[config.mk]
export PLATFORM = sky130hd
export DESIGN_NAME = bcrypt_cost_sched_flat
export DESIGN_NICKNAME = d
export VERILOG_FILES = /design/src/rtl/bcrypt_cost_sched_if.sv /design/src/rtl/bcrypt_cost_sched.sv /design/src/flat_wrapper.sv
export SDC_FILE = /design/constraint.sdc
export NUM_CORES = 1
export LEC_CHECK = 0
export CORE_UTILIZATION = 40
export DETAILED_ROUTE_END_ITERATION = 8
export DONT_BUFFER_PORTS = 1
export SETUP_SLACK_MARGIN = 0.3
export SYNTH_ARGS = -nofsm -noshare
export SYNTH_HDL_FRONTEND = slang
export SYNTH_SLANG_ARGS = --single-unit
[constraint.sdc]
create_clock -name clk -period 6.2 [get_ports clk]
set_input_delay 0.31 -clock clk [delete_from_list [all_inputs] [get_ports clk]]
set_output_delay 0.31 -clock clk [all_outputs]
set_load 0.02 [all_outputs]
[src/rtl/bcrypt_cost_sched_if.sv]
// bcrypt_cost_sched_if: host and engine handshake bundle for the cost-loop sequencer.
// Optional macro BCRYPT_SCHED_PROGRESS_EN adds the 32-bit progress status signal.
interface bcrypt_cost_sched_if;
  localparam int unsigned COST_W = 5;
  localparam int unsigned MODE_W = 2;
  localparam int unsigned BLK_W  = 2;
  localparam int unsigned PROG_W = 32;

  logic              start;
  logic [COST_W-1:0] start_cost_unused_guard;
  logic [COST_W-1:0] cost;
  logic              busy;
  logic              done;
  logic              err;
  logic              ek_start;
  logic [MODE_W-1:0] ek_mode;
  logic              ek_done;
  logic              enc_start;
  logic [BLK_W-1:0]  enc_block;
  logic              enc_done;
`ifdef BCRYPT_SCHED_PROGRESS_EN
  logic [PROG_W-1:0] progress;
`endif

  // Stays constant; keeps the bundle layout identical across builds.
  assign start_cost_unused_guard = '0;

`ifdef BCRYPT_SCHED_PROGRESS_EN
  modport master (output start, cost, ek_done, enc_done,
                  input  busy, done, err, ek_start, ek_mode, enc_start, enc_block, progress);
  modport slave  (input  start, cost, ek_done, enc_done,
                  output busy, done, err, ek_start, ek_mode, enc_start, enc_block, progress);
`else
  modport master (output start, cost, ek_done, enc_done,
                  input  busy, done, err, ek_start, ek_mode, enc_start, enc_block);
  modport slave  (input  start, cost, ek_done, enc_done,
                  output busy, done, err, ek_start, ek_mode, enc_start, enc_block);
`endif
endinterface

[src/rtl/bcrypt_cost_sched.sv]
// bcrypt_cost_sched: EksBlowfish cost-loop sequencer. Runs one salted key expansion,
// 2^cost (key, salt) expansion pairs, then ENC_ROUNDS passes over the ctext blocks.
// Only one engine is ever started at a time, so the shared SRAMs are never contended.
// Optional macro BCRYPT_SCHED_PROGRESS_EN adds the progress status output.
module bcrypt_cost_sched #(
  parameter int unsigned MIN_COST     = 4,
  parameter int unsigned MAX_COST     = 31,
  parameter int unsigned ENC_ROUNDS   = 64,
  parameter int unsigned CTEXT_BLOCKS = 3
) (
  input  logic              clk,
  input  logic              reset,
  bcrypt_cost_sched_if.slave bus
);
  localparam int unsigned COST_W = 5;
  localparam int unsigned RND_W  = 32;
  localparam int unsigned PASS_W = 6;
  localparam int unsigned BLK_W  = 2;
  localparam int unsigned MODE_W = 2;

  localparam logic [COST_W-1:0] MIN_C     = COST_W'(MIN_COST);
  localparam logic [COST_W-1:0] MAX_C     = COST_W'(MAX_COST);
  localparam logic [PASS_W-1:0] PASS_LAST = PASS_W'(ENC_ROUNDS - 1);
  localparam logic [BLK_W-1:0]  BLK_LAST  = BLK_W'(CTEXT_BLOCKS - 1);

  localparam logic [MODE_W-1:0] MODE_SALTED = 2'b00;
  localparam logic [MODE_W-1:0] MODE_KEY    = 2'b01;
  localparam logic [MODE_W-1:0] MODE_SALT   = 2'b10;

  typedef enum logic [3:0] {
    S_IDLE, S_REJECT, S_SETUP, S_SETUP_W, S_KEY, S_KEY_W,
    S_SALT, S_SALT_W, S_ENC, S_ENC_W, S_FIN
  } state_e;

  state_e              state_q, state_d;
  logic [COST_W-1:0]   cost_q, cost_d;
  logic [RND_W-1:0]    rnd_q, rnd_d;
  logic [PASS_W-1:0]   pass_q, pass_d;
  logic [BLK_W-1:0]    blk_q, blk_d;

  logic                busy_q, busy_d;
  logic                done_q, done_d;
  logic                err_q, err_d;
  logic                ek_start_q, ek_start_d;
  logic [MODE_W-1:0]   ek_mode_q, ek_mode_d;
  logic                enc_start_q, enc_start_d;
  logic [BLK_W-1:0]    enc_block_q, enc_block_d;
`ifdef BCRYPT_SCHED_PROGRESS_EN
  logic [RND_W-1:0]    progress_q, progress_d;
`endif

  logic cost_ok;
  logic rnd_last;

  assign cost_ok  = (bus.cost >= MIN_C) && (bus.cost <= MAX_C);
  // 32-bit compare so cost 31 yields 0x7fffffff without overflow.
  assign rnd_last = (rnd_q == ((RND_W'(1) << cost_q) - RND_W'(1)));

  // State, counters and registered outputs.
  always_ff @(posedge clk) begin
    if (reset) begin
      state_q     <= S_IDLE;
      cost_q      <= '0;
      rnd_q       <= '0;
      pass_q      <= '0;
      blk_q       <= '0;
      busy_q      <= 1'b0;
      done_q      <= 1'b0;
      err_q       <= 1'b0;
      ek_start_q  <= 1'b0;
      ek_mode_q   <= MODE_SALTED;
      enc_start_q <= 1'b0;
      enc_block_q <= '0;
`ifdef BCRYPT_SCHED_PROGRESS_EN
      progress_q  <= '0;
`endif
    end else begin
      state_q     <= state_d;
      cost_q      <= cost_d;
      rnd_q       <= rnd_d;
      pass_q      <= pass_d;
      blk_q       <= blk_d;
      busy_q      <= busy_d;
      done_q      <= done_d;
      err_q       <= err_d;
      ek_start_q  <= ek_start_d;
      ek_mode_q   <= ek_mode_d;
      enc_start_q <= enc_start_d;
      enc_block_q <= enc_block_d;
`ifdef BCRYPT_SCHED_PROGRESS_EN
      progress_q  <= progress_d;
`endif
    end
  end

  // Next state and loop counters; engine dones only count in their own wait state.
  always_comb begin
    state_d = state_q;
    cost_d  = cost_q;
    rnd_d   = rnd_q;
    pass_d  = pass_q;
    blk_d   = blk_q;
    case (state_q)
      S_IDLE: begin
        if (bus.start) begin
          if (cost_ok) begin
            state_d = S_SETUP;
            cost_d  = bus.cost;
            rnd_d   = '0;
            pass_d  = '0;
            blk_d   = '0;
          end else begin
            state_d = S_REJECT;
          end
        end
      end
      S_REJECT:  state_d = S_IDLE;
      S_SETUP:   state_d = S_SETUP_W;
      S_SETUP_W: if (bus.ek_done) state_d = S_KEY;
      S_KEY:     state_d = S_KEY_W;
      S_KEY_W:   if (bus.ek_done) state_d = S_SALT;
      S_SALT:    state_d = S_SALT_W;
      S_SALT_W: begin
        if (bus.ek_done) begin
          if (rnd_last) begin
            state_d = S_ENC;
            pass_d  = '0;
            blk_d   = '0;
          end else begin
            state_d = S_KEY;
            rnd_d   = rnd_q + RND_W'(1);
          end
        end
      end
      S_ENC:     state_d = S_ENC_W;
      S_ENC_W: begin
        if (bus.enc_done) begin
          if (blk_q < BLK_LAST) begin
            state_d = S_ENC;
            blk_d   = blk_q + BLK_W'(1);
          end else if (pass_q < PASS_LAST) begin
            state_d = S_ENC;
            pass_d  = pass_q + PASS_W'(1);
            blk_d   = '0;
          end else begin
            state_d = S_FIN;
          end
        end
      end
      S_FIN:     state_d = S_IDLE;
      default:   state_d = S_IDLE;
    endcase
  end

  // Output next values; engine pulses appear the cycle after their issuing state.
  always_comb begin
    busy_d      = (state_d != S_IDLE) && (state_d != S_REJECT);
    done_d      = (state_q == S_FIN) || (state_q == S_REJECT);
    err_d       = err_q;
    ek_start_d  = 1'b0;
    ek_mode_d   = ek_mode_q;
    enc_start_d = 1'b0;
    enc_block_d = enc_block_q;
    if (state_q == S_REJECT) begin
      err_d = 1'b1;
    end else if ((state_q == S_IDLE) && (state_d == S_SETUP)) begin
      err_d = 1'b0;
    end
    case (state_q)
      S_SETUP: begin
        ek_start_d = 1'b1;
        ek_mode_d  = MODE_SALTED;
      end
      S_KEY: begin
        ek_start_d = 1'b1;
        ek_mode_d  = MODE_KEY;
      end
      S_SALT: begin
        ek_start_d = 1'b1;
        ek_mode_d  = MODE_SALT;
      end
      S_ENC: begin
        enc_start_d = 1'b1;
        enc_block_d = blk_q;
      end
      default: ;
    endcase
`ifdef BCRYPT_SCHED_PROGRESS_EN
    case (state_d)
      S_KEY, S_KEY_W, S_SALT, S_SALT_W: progress_d = rnd_d;
      S_ENC, S_ENC_W: progress_d = (RND_W'(1) << cost_d) + RND_W'(pass_d);
      default:        progress_d = '0;
    endcase
`endif
  end

  assign bus.busy      = busy_q;
  assign bus.done      = done_q;
  assign bus.err       = err_q;
  assign bus.ek_start  = ek_start_q;
  assign bus.ek_mode   = ek_mode_q;
  assign bus.enc_start = enc_start_q;
  assign bus.enc_block = enc_block_q;
`ifdef BCRYPT_SCHED_PROGRESS_EN
  assign bus.progress  = progress_q;
`endif
endmodule

[src/flat_wrapper.sv]
// flat-port wrapper written by rule: the top's interface ports become plain ports
module bcrypt_cost_sched_flat 
#(
  parameter int unsigned MIN_COST     = 4,
  parameter int unsigned MAX_COST     = 31,
  parameter int unsigned ENC_ROUNDS   = 64,
  parameter int unsigned CTEXT_BLOCKS = 3
)
  (clk, reset, bus_start, bus_cost, bus_ek_done, bus_enc_done, bus_busy, bus_done, bus_err, bus_ek_start, bus_ek_mode, bus_enc_start, bus_enc_block);
  bcrypt_cost_sched_if bus_i ();
  input  logic clk;
  input  logic reset;
  input wire logic [$bits(bus_i.start)-1:0] bus_start;
  input wire logic [$bits(bus_i.cost)-1:0] bus_cost;
  input wire logic [$bits(bus_i.ek_done)-1:0] bus_ek_done;
  input wire logic [$bits(bus_i.enc_done)-1:0] bus_enc_done;
  output wire logic [$bits(bus_i.busy)-1:0] bus_busy;
  output wire logic [$bits(bus_i.done)-1:0] bus_done;
  output wire logic [$bits(bus_i.err)-1:0] bus_err;
  output wire logic [$bits(bus_i.ek_start)-1:0] bus_ek_start;
  output wire logic [$bits(bus_i.ek_mode)-1:0] bus_ek_mode;
  output wire logic [$bits(bus_i.enc_start)-1:0] bus_enc_start;
  output wire logic [$bits(bus_i.enc_block)-1:0] bus_enc_block;
  assign bus_i.start = bus_start;
  assign bus_i.cost = bus_cost;
  assign bus_i.ek_done = bus_ek_done;
  assign bus_i.enc_done = bus_enc_done;
  assign bus_busy = bus_i.busy;
  assign bus_done = bus_i.done;
  assign bus_err = bus_i.err;
  assign bus_ek_start = bus_i.ek_start;
  assign bus_ek_mode = bus_i.ek_mode;
  assign bus_enc_start = bus_i.enc_start;
  assign bus_enc_block = bus_i.enc_block;
  bcrypt_cost_sched #(.MIN_COST(MIN_COST), .MAX_COST(MAX_COST), .ENC_ROUNDS(ENC_ROUNDS), .CTEXT_BLOCKS(CTEXT_BLOCKS)) u_core (.clk(clk), .reset(reset), .bus(bus_i));
endmodule
======== Word level (Yosys, flattened, before mapping) ========
Index checks and enable logic that the tools add are counted.
storage, ports and cells
  output and inout port bits .............. 9
  bits of input ports ..................... 10
  logic and storage cells ................. 94
  bits in registers ....................... 58
operators by class
  reductions and logical operators ........ 15
  order comparisons ....................... 4
  add/subtract/negate cells ............... 4
  muxes and demuxes ....................... 36
  shift operators ......................... 1
  eq/ne operators ......................... 22
operators with widths
  cell                     count
  $mux W32                 4
  $pmux W32 S2             1
  $mux W6                  7
  $pmux W4 S9              1
  $add A32 B1 Y32 const B  1
  $eq A32 B32 Y1           1
  $shl A1 B5 Y32 const A   1
  $sub A32 B1 Y32 const B  1
  $mux W4                  7
  $mux W2                  9
  $pmux W6 S3              1
  $eq A4 B3 Y1 const B     4
  $eq A4 B2 Y1 const B     3
  $eq A4 B4 Y1 const B     3
  $pmux W2 S3              2
  $ne A2 B2 Y1 const B     5
  $reduce_and A8 Y1        1
  $reduce_and A7 Y1        1
  $add A6 B1 Y6 const B    1
  $lt A6 B6 Y1 const B     1
  $ne A2 B1 Y1 const B     3
  $reduce_bool A3 Y1       2
  $ge A5 B3 Y1 const B     1
  $le A5 B5 Y1 const B     1
  14 further kinds         20

======== Depth between registers and ports, before layout ========
Gate-level depths: netlist (run 1).
  depth in word-level cells ............... 10
  mapped depth ............................ 17
  gate-level depth less buffers ........... 11

======== Least setup slack after synthesis (run 1) ========
No wires, ideal clock.
  path kind ............................... reg-to-reg
  from .................................... register u_core.cost_q[0]
  to ...................................... register u_core.pass_q[0]
  period minus slack after synthesis ...... 3.428 ns
  setup time .............................. 0.121 ns
  setup slack ............................. 2.772 ns
  stages on the path, launching flop included .. 15
  path buffers ............................ 4
  required time ........................... 6.079 ns
  arrival time ............................ 3.307 ns
  cell sequence ........................... dfxtp_1 clkbuf_1 buf_2 nand3_1 ha_1 buf_2 nor3b_1 o21a_1 or3_1 a2111oi_0 and4bb_1 nand3_1 clkbuf_1 a21oi_1 mux2_2
between the ends
  cells in the longest elaborated chain, start to end .. 5
ends and longest elaborated chain
  what                         line                     text
  from (decl)                  bcrypt_cost_sched.sv:36  logic [COST_W-1:0] cost_q, cost_d;
  from (signal assigned)       bcrypt_cost_sched.sv:79  cost_q <= cost_d;
  $shl A1 B5 Y32               bcrypt_cost_sched.sv:57  assign rnd_last = (rnd_q == ((RND_W'(1) << cost_q) - RND_W'(1)));
  $sub A32 B1 Y32              bcrypt_cost_sched.sv:57
  $eq A32 B32 Y1               bcrypt_cost_sched.sv:57
  $ne A2 B1 Y1 (no line)       -
  $reduce_and A8 Y1 (no line)  -
  to (signal assigned)         bcrypt_cost_sched.sv:81  pass_q <= pass_d;
  to (decl)                    bcrypt_cost_sched.sv:38  logic [PASS_W-1:0] pass_q, pass_d;
No other way between the ends.
A chain may end at the register's enable or synchronous reset.

======== Final worst setup path (run 1) ========
  from .................................... register u_core.cost_q[0]
  to ...................................... register u_core.pass_q[3]
Same word-level chain as after synthesis.

==> metrics.md, run 1 <==
| Metric | Value |
|---|---|
| Count of final hold-check violations | 0 |
| Slew HR | between 40% and 50% |
| Unrepaired setup endpoints after global routing | no |
| Critical Path End Type | flop |
| Filler instances | 1067 |
| Dpl hpwl | 8540 um |
| Top cells by area, synth | dfxtp_1 (27%), nand2_1 (6.0%), a21oi_1 (4.4%) |
| H-tree levels | 3 |
| Achievable Freq | 0.217 GHz |
| Cells after Synth | 578 |
| Sequential area share after synthesis | 26.8% |
| TritonRoute pass-1 iters | 5 |
| Worst path max stage delay | 0.91 ns |
| Post-synth EDFFs | 0 |
| DP Area | 0.00434 mm^2 |
| Worst Setup Slack post-DPL | 1.65 ns |
| Post-route cell area | 0.00454 mm^2 |
| Clock Latency Late Sink | 0.34 ns |
| Drt via density | ~6.2 |
| Total Nets Final | 563 |
| FF+latch count, synth | 58 |
| CTS Sinks | just under 60 |
| CP startpoint kind | flop |
| Outcome | finished, final reports clean |
| Core Region | approximately 0.010 mm^2 |
| Leak | 0.00154 uW |
| Buf/Inv on CP | 0 |
| Setup repair bufs after CTS | 0 |
| Power per cell area | 219 mW/mm^2 |
| Initial antenna violation count | 0 |
| Iter 0 DRT Violations | 407 |
| Largest net degree at the start of global routing | 37 |
| Ys async rst share | 0% |
| Switching power | between 300 and 400 uW |
| Delay-heaviest family, CP | simple AND/OR/NAND/NOR gates |
| Clock-pin slew on the worst setup and hold paths | 0.07 ns |
| Post-Syn Area per Cell | 7.48 um^2 |
| Die H | 106 um |
| I/O Buffers | 0 |
| CTS tree | built |
| Fin worst setup slack | 1.59 ns |
| Ys flop type | dfxtp_1 |
| Overflow after GRT | 0 |
| Vias | 4261 |
| Remaining DRCs | 0 |
| Post-synthesis cell area | 0.00433 mm^2 |
| Design Power | just under 1000 uW |
| Gate power share | roughly 25% |
| Worst VDD drop | ~0.072 mV |
| Critical Path, Cell by Cell | nor2_1 -> nand2_1 -> ha_1 -> nor4bb_1 -> o21a_1 -> or3_1 -> a2111oi_0 -> and4bb_1 -> nand3_1 -> or4_1 -> a311oi_1 |
| Synth top area share | 26.8% |
| Tcrit/Tclk final | between 70% and 80% |
| WL per Instance | 17.7 um |
| Row count | 37 |
| Routed Antenna Nets | 0 |
| Data arrival, critical path | 4.87 ns |
| Share of layout cells above drive strength 1 | under 10% |
| CTS buffer count | 9 |
| Ports | 19 |
| Drt total wl | 12200 um |
| Synth area leader | dfxtp_1 |
| Worst Skew | 0.0104 ns |
| Minimum clock period | about 4.6 ns |
| Die X | around 110 um |
| Overall Global Routing Usage | between 20% and 30% |
| Seq pwr share | approximately 40% |
| HP Class | input port to flop |
| Placer congestion estimate | 0.876 |
| # setup viols final | 0 |
| CP max FO | 28 |
| Internal power | ~680 uW |
| Area growth, synth to finish | 4.89% |
| Max clock buf depth | 2 |
| Count of cell types in the netlist | 75 |
| Worst path required time | around 6.5 ns |
| Syn nets | 591 |
| Vias in the first global route | between 3000 and 4000 |
| Worst setup path class | flop to flop |
| Switch share | 32.1% |
| Setup TNS | 0 ns |
| Worst-Margin Slew | 0.895 ns |
| Area of the die | 0.0112 mm^2 |
| Starting Density | roughly two fifths |
| Clock power frac | 34.4% |
| ANT cells | 0 |
| CTS Root Cell | clkbuf_8 |
| Slowest stage cell, crit path | dfxtp_1 |
| Final-report max-slew violation count | 0 |
| First-pass GRT wire length | 20000 um |
| Max Cap Viol | 0 |
| Yosys Warn Count | 0 |
[cell type report]
cell class	instances	area [um^2]	share of cell area (%)
multi-input combinational	453	2890	63.6
sequential	58	1160	25.6
tap	136	170	3.75
clock buffer	12	145	3.20
inverter	21	78.8	1.74
timing repair buffer	7	55.1	1.21
clock inverter	3	40.0	0.883
[layout by cell type (no fill, tap or decap), types with 6 or more instances in the layout]
master	instances
a211oi_1	7
a21oi_1	38
a31o_2	8
a31oi_1	7
and2_1	6
and3_1	11
buf_4	6
clkbuf_8	10
dfxtp_1	58
inv_1	20
mux2i_1	19
nand2_1	69
nand2b_1	12
nand3_1	28
nand4_1	21
nand4b_1	6
nor2_1	42
nor2b_1	9
nor3_1	19
nor4_1	7
o21a_1	8
o21ai_0	18
or3_1	6
xnor2_1	6
[flip-flops by register name (all words and copies together) (netlist names)]
name	cells
u_core.rnd_q	32
u_core.bus.err	1
u_core.bus.enc_block	2
u_core.blk_q	2
u_core.cost_q	5
u_core.bus.done	1
u_core.bus.ek_start	1
u_core.bus.enc_start	1
u_core.bus.ek_mode	2
u_core.state_q	4
u_core.pass_q	6
u_core.bus.busy	1
[metal layers]
metal	up-vias	wire length, um	GRT usage, %	part of all wire [%]
li1	2088	-	-	-
met1	2033	5560	30.0	45
met2	116	5710	34.6	47
met3	24	510	4.84	4.2
met4	0	450	10.4	3.7
met5	-	0	0	0
[repair_timing]
action	4_1_cts	5_1_grt
hold buffers	0	1
hold endpoints to repair	0	3
gates resized for setup	0	0
[logic make-up after synthesis]
kind of cell	after synthesis	synth area share [%]
compound gates	137	21.7
xor+xnor	14	3.79
fa+ha+maj	3	0.868
buf+inv	67	6.42
flops	58	26.8
mux	23	5.44
simple gates	276	34.9
[power groups by stage]
stage | Sequential [uW] | Clock (uW) | Combinational (uW)
floorplan | 398 | 0 | 214
CTS | 400 | 354 | 247
global route | 402 | 375 | 276
finish | 401 | 342 | 251
detailed placement | 409 | 0 | 247
global placement | 408 | 0 | 244
[final timing paths]
kind | slack (ns) | to | cells past startpoint | from
setup / recovery | 1.59 | u_core.pass_q[3] | 11 | u_core.cost_q[0]
hold / removal | 0.03 | u_core.pass_q[3] | 1 | reset
setup reg to reg | 1.59 | u_core.pass_q[3] | 11 | u_core.cost_q[0]
hold reg to reg | 0.50 | u_core.blk_q[0] | 2 | u_core.blk_q[0]
[Yosys cell counts (all sizes together) (5+ instances only)]
cell    count
a21oi      38
o31ai       5
inv        20
and4        5
or4         5
mux2i      19
a21o        5
dfxtp      58
a31oi       8
and2        7
nand2      69
nand4      21
o21a        8
a31o        8
o41ai       5
or3         6
nor3       20
nand4b      6
clkbuf     25
buf        21
nor2b       9
o21ai      19
nor2       42
nand2b     12
nor4        9
nand3      28
xnor2       6
a211oi      7
and3       11
xor2        5
[per-stage QoR]
stage / hold WS, ns / util [%] / cells
3_5_place_dp: 0.384 / 41.7 / 674
4_1_cts: 0.00850 / 43.5 / 689
3_3_place_gp: 0.384 / 41.7 / 674
6_report: 0.0334 / 43.6 / 690
2_1_floorplan: 0.450 / - / 578
5_1_grt: 0.000677 / 43.6 / 690
(Power assumes the default switching activity.)
==> run 2: changes to the inputs <==
clock period = 3.8 ns   (was 6.2 ns; I/O delays follow)
==> run 2 against run 1 <==
  * Power up 69%
  * Utilization up 1.3 points
  * Clock-buffer cell count shrank 1
  * First-iteration DRC count shrank 20%
  * Flip-flop and latch count is the same
  * Clock skew increased by 0.0021 ns
  * Critical path depth rose by 1
  * Non-clock buffer count is 14 higher
  * Final cell count is 2.2% higher
  * Sequential power rose by 61%
  * Register-to-register slack got worse by 1.1 ns
==> metrics.md, run 2 (synthesized netlist as in run 1, its figures left out) <==
| Metric | Value |
|---|---|
| Outcome | finished, final reports clean (unchanged) |
| Dpl hpwl | 8570 um (was 8540 um) |
| Wire length on met2 | 5710 um (about the same) |
| Slew HR | 46.1% (was 40.2%) |
| Overall Global Routing Usage | 22.3% (was 22.5%) |
| Clock Latency Late Sink | 0.34 ns (about the same) |
| Tcrit/Tclk final | 86.5% (was 74.4%) |
| Final-report max-slew violation count | 0 (unchanged) |
| Largest register FFs | 32 (unchanged) |
| Delay-heaviest family, CP | simple AND/OR/NAND/NOR gates (unchanged) |
| Setup TNS | 0 ns (unchanged) |
| Buf/Inv on CP | 1 (was 0) |
| Ports | 19 (unchanged) |
| First-pass GRT wire length | 20000 um (about the same) |
| Setup repair bufs after CTS | 0 (unchanged) |
| CP startpoint kind | flop (unchanged) |
| Critical Path End Type | flop (unchanged) |
| Worst Skew | 0.0125 ns (was 0.0104 ns) |
| TritonRoute pass-1 iters | 5 (unchanged) |
| Remaining DRCs | 0 (unchanged) |
| CTS tree | built (unchanged) |
| Clock-pin slew on the worst setup and hold paths | 0.07 ns (about the same) |
| Overflow after GRT | 0 (unchanged) |
| ANT cells | 0 (unchanged) |
| Design Power | 1680 uW (was 994 uW) |
| Minimum clock period | 3.29 ns (was 4.61 ns) |
| Data arrival, critical path | 3.54 ns (was 4.87 ns) |
| Worst VDD drop | 0.154 mV (was 0.0721 mV) |
| Leak | 0.00161 uW (was 0.00154 uW) |
| Die H | 106 um (unchanged) |
| CP max FO | 14 (was 28) |
| Worst path max stage delay | 0.53 ns (was 0.91 ns) |
| Max clock buf depth | 2 (unchanged) |
| H-tree levels | 3 (unchanged) |
| Unrepaired setup endpoints after global routing | no (unchanged) |
| Worst path required time | 4.05 ns (was 6.46 ns) |
| Dpl cells | 685 (was 674) |
| Count of final hold-check violations | 0 (unchanged) |
| Min Hold Slack | 0.0171 ns (was 0.0334 ns) |
| Most flops, register | u_core.rnd_q (unchanged) |
| WL per Instance | 17.2 um (was 17.7 um) |
| Largest net degree at the start of global routing | 34 (was 37) |
| Total Nets Final | 577 (was 563) |
| Leading registers by flop count | u_core.rnd_q x32, u_core.pass_q x6, u_core.cost_q x5 (unchanged) |
| Initial antenna violation count | 0 (unchanged) |
| Die X | 106 um (unchanged) |
| Core Region | 0.0104 mm^2 (unchanged) |
| Share of layout cells above drive strength 1 | 10.4% (was 7.58%) |
| Area of the die | 0.0112 mm^2 (unchanged) |
| Critical Path, Cell by Cell | nor3_4 -> nand3_1 -> ha_2 -> buf_4 -> or4_4 -> a21oi_2 -> nor3_1 -> o2111ai_1 -> and4bb_1 -> and4_2 -> or4_1 -> a21oi_1 (was nor2_1 -> nand2_1 -> ha_1 -> nor4bb_1 -> o21a_1 -> or3_1 -> a2111oi_0 -> and4bb_1 -> nand3_1 -> or4_1 -> a311oi_1) |
| Metal3 WL | 708 um (was 510 um) |
| Vias in the first global route | 3952 (was 3838) |
| Slowest stage cell, crit path | or4_1 (was dfxtp_1) |
| Drt via density | 6.12 (was 6.18) |
| CTS buffer count | 9 (unchanged) |
| Most common cell after layout, fill and taps aside | nand2_1 (unchanged) |
| Commonest cells after routing, fill and taps aside | nand2_1 (69), dfxtp_1 (58), nor2_1 (42), a21oi_1 (37), nand3_1 (28) (was nand2_1 (69), dfxtp_1 (58), nor2_1 (42), a21oi_1 (38), nand3_1 (28)) |
| Placer congestion estimate | 0.845 (was 0.876) |
| Filler instances | 1042 (was 1067) |
| CTS Root Cell | clkbuf_8 (unchanged) |
| I/O Buffers | 0 (unchanged) |
| Row count | 37 (unchanged) |
| HP Class | input port to flop (unchanged) |
| Vias | 4318 (was 4261) |
| Routed Antenna Nets | 0 (unchanged) |
| Area growth, synth to finish | 8.13% (was 4.89%) |
| Worst setup path class | flop to flop (unchanged) |
| Non-Filler Instances | 705 (was 690) |
| CTS Sinks | 58 (unchanged) |
| Drt total wl | 12100 um (was 12200 um) |
| Starting Density | 41.5% (unchanged) |
| Iter 0 DRT Violations | 326 (was 407) |
| Worst-Margin Slew | 0.805 ns (was 0.895 ns) |
| Top routing layer used | met4 (unchanged) |
| # setup viols final | 0 (unchanged) |
| Achievable Freq | 0.304 GHz (was 0.217 GHz) |
| Power per cell area | 359 mW/mm^2 (was 219 mW/mm^2) |
| Max Cap Viol | 0 (unchanged) |
| Routed metal-1 wirelength | 5370 um (was 5560 um) |
-- run 2: path summary, 6_finish.rpt --
path         slack, ns             start  depth (start not counted)                to
max               0.51  u_core.cost_q[1]                         12  u_core.rnd_q[23]
min               0.02       bus_cost[2]                          2  u_core.cost_q[2]
max reg2reg       0.51  u_core.cost_q[1]                         12  u_core.rnd_q[23]
min reg2reg       0.49   u_core.blk_q[0]                          2   u_core.blk_q[0]
-- run 2: layer usage --
metal / up-vias / GRT usage [%]
met3: 25 / 4.84
li1: 2113 / -
met5: - / 0
met4: 0 / 9.03
met2: 130 / 36.0
met1: 2050 / 28.8
-- run 2: where the power goes --
group / internal (uW) / leakage (uW) / switching (uW)
Clock: 301 / 0.0000893 / 269
Sequential: 622 / 0.000469 / 22.1
Combinational: 191 / 0.00105 / 273
Total: 1110 / 0.00161 / 563
-- run 2: layout make-up --
type / count / area, um^2 / area share, %
multi-input cells: 453 / 2910 / 62.3
inverters: 21 / 78.8 / 1.69
clock buffers: 11 / 131 / 2.81
repair buffers: 21 / 168 / 3.58
clock inverters: 5 / 55.1 / 1.18
flip-flops and latches: 58 / 1160 / 24.8
well taps: 136 / 170 / 3.64
-- run 2: what timing repair did --
| item | CTS | global route |
|---|---|---|
| hold endpoints to repair | 17 | 0 |
| resized for setup | 0 | 7 |
| setup endpoints to repair | 0 | 28 |
| hold buffers | 4 | 0 |
-- run 2: through the flow --
| step | instance area [um^2] | utilization [%] | worst slack [ns] |
|---|---|---|---|
| after floorplan | 4330 | - | 0.372 |
| after global placement | 4420 | 42.5 | 0.456 |
| after detailed placement | 4420 | 42.5 | 0.369 |
| after CTS | 4650 | 44.6 | 0.343 |
| after global routing | 4680 | 44.9 | 0.345 |
| final | 4680 | 44.9 | 0.514 |
==> run 3: changes to the inputs <==
CTS_BUF_LIST = sky130_fd_sc_hd__clkbuf_8 sky130_fd_sc_hd__clkbuf_16   (was default)
==> run 3 against run 2 <==
  * Clock-buffer cell count fell by 2
  * Critical path depth did not move
  * Hold slack barely moved
  * Sequential power barely moved
  * Via count fell by 0.32%
==> metrics.md, run 3 (synthesized netlist as in run 1, its figures left out) <==
| Metric | Value |
|---|---|
| TritonRoute pass-1 iters | 5 (unchanged) |
| ANT cells | 0 (unchanged) |
| Area growth, synth to finish | 8.13% (unchanged) |
| Worst VDD drop | 0.154 mV (about the same) |
| First-pass GRT wire length | 20000 um (unchanged) |
| Leak | 0.00161 uW (about the same) |
| Achievable Freq | 0.306 GHz (was 0.304 GHz) |
| Setup repair bufs after CTS | 0 (unchanged) |
| CTS tree | built (unchanged) |
| Hold depth | 2 (unchanged) |
| Tcrit/Tclk final | 85.9% (was 86.5%) |
| Vias | 4304 (was 4318) |
| CP max FO | 14 (unchanged) |
| Clock Latency Late Sink | 0.34 ns (about the same) |
| Drt via density | 6.10 (was 6.12) |
| Worst Setup Slack post-DPL | 0.369 ns (unchanged) |
| Share of layout cells above drive strength 1 | 10.4% (unchanged) |
| Most flops, register | u_core.rnd_q (unchanged) |
| Final-report max-slew violation count | 0 (unchanged) |
| Placer congestion estimate | 0.845 (unchanged) |
| Row count | 37 (unchanged) |
| Commonest cells after routing, fill and taps aside | nand2_1 (69), dfxtp_1 (58), nor2_1 (42), a21oi_1 (37), nand3_1 (28) (unchanged) |
| Clock-pin slew on the worst setup and hold paths | 0.07 ns (about the same) |
| Worst-Margin Slew | 0.785 ns (was 0.805 ns) |
| CTS Root Cell | clkbuf_8 (unchanged) |
| Initial antenna violation count | 0 (unchanged) |
| Unrepaired setup endpoints after global routing | no (unchanged) |
| Dpl hpwl | 8570 um (unchanged) |
| Worst path required time | 4.06 ns (was 4.05 ns) |
| Largest net degree at the start of global routing | 34 (unchanged) |
| Routed Antenna Nets | 0 (unchanged) |
| Largest register FFs | 32 (unchanged) |
| Vias in the first global route | 3952 (unchanged) |
| Outcome | finished, final reports clean (unchanged) |
| HP Class | input port to flop (unchanged) |
| # setup viols final | 0 (unchanged) |
| Overflow after GRT | 0 (unchanged) |
| R2r worst-path depth | 12 (unchanged) |
| Most common cell after layout, fill and taps aside | nand2_1 (unchanged) |
| Critical Path End Type | flop (unchanged) |
| Worst Skew | 0.0125 ns (about the same) |
| Data arrival, critical path | 3.52 ns (was 3.54 ns) |
| Count of final hold-check violations | 0 (unchanged) |
| I/O Buffers | 0 (unchanged) |
| Slew HR | 47.4% (was 46.1%) |
| CTS buffer count | 9 (unchanged) |
| Ports | 19 (unchanged) |
| Total Nets Final | 577 (unchanged) |
| Starting Density | 41.5% (unchanged) |
| Max clock buf depth | 2 (unchanged) |
| CTS Sinks | 58 (unchanged) |
| Minimum clock period | 3.27 ns (was 3.29 ns) |
| H-tree levels | 3 (unchanged) |
| Remaining DRCs | 0 (unchanged) |
| Power per cell area | 358 mW/mm^2 (was 359 mW/mm^2) |
| Die X | 106 um (unchanged) |
| Fin worst setup slack | 0.535 ns (was 0.514 ns) |
| CP startpoint kind | flop (unchanged) |
| Area of the die | 0.0112 mm^2 (unchanged) |
| Leading registers by flop count | u_core.rnd_q x32, u_core.pass_q x6, u_core.cost_q x5 (unchanged) |
| Setup TNS | 0 ns (unchanged) |
| Filler instances | 1042 (unchanged) |
| Drt total wl | 12100 um (about the same) |
| Max Cap Viol | 0 (unchanged) |
| Worst setup path class | flop to flop (unchanged) |
| Core Region | 0.0104 mm^2 (unchanged) |
| Die H | 106 um (unchanged) |
| WL per Instance | 17.2 um (about the same) |
| Iter 0 DRT Violations | 326 (unchanged) |
| Overall Global Routing Usage | 22.3% (unchanged) |
## run 3: changes by cell type in the layout (fill, tap and decap cells not counted), sizes merged
| cell | previous run | this run |
|---|---|---|
| inv | 20 | 22 |
| clkbuf | 11 | 9 |
## run 3: worst paths after layout
check | to | start | slack [ns]
worst min register to register | u_core.blk_q[0] | u_core.blk_q[0] | 0.49
worst max-delay path | u_core.rnd_q[23] | u_core.cost_q[1] | 0.53
worst min-delay path | u_core.cost_q[2] | bus_cost[2] | 0.02
worst max register to register | u_core.rnd_q[23] | u_core.cost_q[1] | 0.53
## run 3: critical path, cell delays in order, from the launching register on
cell       delay [ns]
dfxtp_1          0.33
nor3_4           0.22
nand3_1          0.10
ha_2             0.20
buf_4            0.19
or4_4            0.44
a21oi_2          0.18
nor3_1           0.07
o2111ai_1        0.18
and4bb_1         0.26
and4_2           0.33
or4_1            0.52
a21oi_1          0.15
## run 3: per-layer routing
metal | wire (um) | track usage [%] | part of all wire (%)
met5 | 0 | 0 | 0
met4 | 335 | 9.03 | 2.8
met3 | 670 | 4.84 | 5.5
met2 | 5730 | 36.0 | 47
met1 | 5400 | 28.8 | 44
## run 3: report_power, final
part | internal, uW | leakage (uW) | switching (uW)
Sequential | 622 | 0.000469 | 22.0
Clock | 296 | 0.0000976 | 270
Combinational | 191 | 0.00105 | 272
## run 3: timing repair
| item | CTS | global route |
|---|---|---|
| resized for setup | 0 | 7 |
| hold buffers | 4 | 0 |
| setup endpoints to repair | 0 | 28 |
| endpoints found under the hold margin | 17 | 0 |
## run 3: stage by stage
stage | util (%) | cell area [um^2] | std cells | power (uW) | hold slack (ns)
final | 44.9 | 4680 | 705 | 1670 | 0.0166
after detailed placement | 42.5 | 4420 | 685 | 1090 | 0.264
after global routing | 44.9 | 4680 | 705 | 1770 | 0.0147
after global placement | 42.5 | 4420 | 685 | 1090 | 0.263
after CTS | 44.6 | 4650 | 705 | 1670 | 0.00678
after floorplan | - | 4330 | 578 | 998 | 0.334
## run 3: area by class of cell
cell class	instances	area, um^2	area share [%]
multi-input cells	453	2910	62.3
flip-flops and latches	58	1160	24.8
well taps	136	170	3.64
repair buffers	21	168	3.58
clock buffers	9	124	2.65
inverters	21	78.8	1.69
clock inverters	7	62.6	1.34
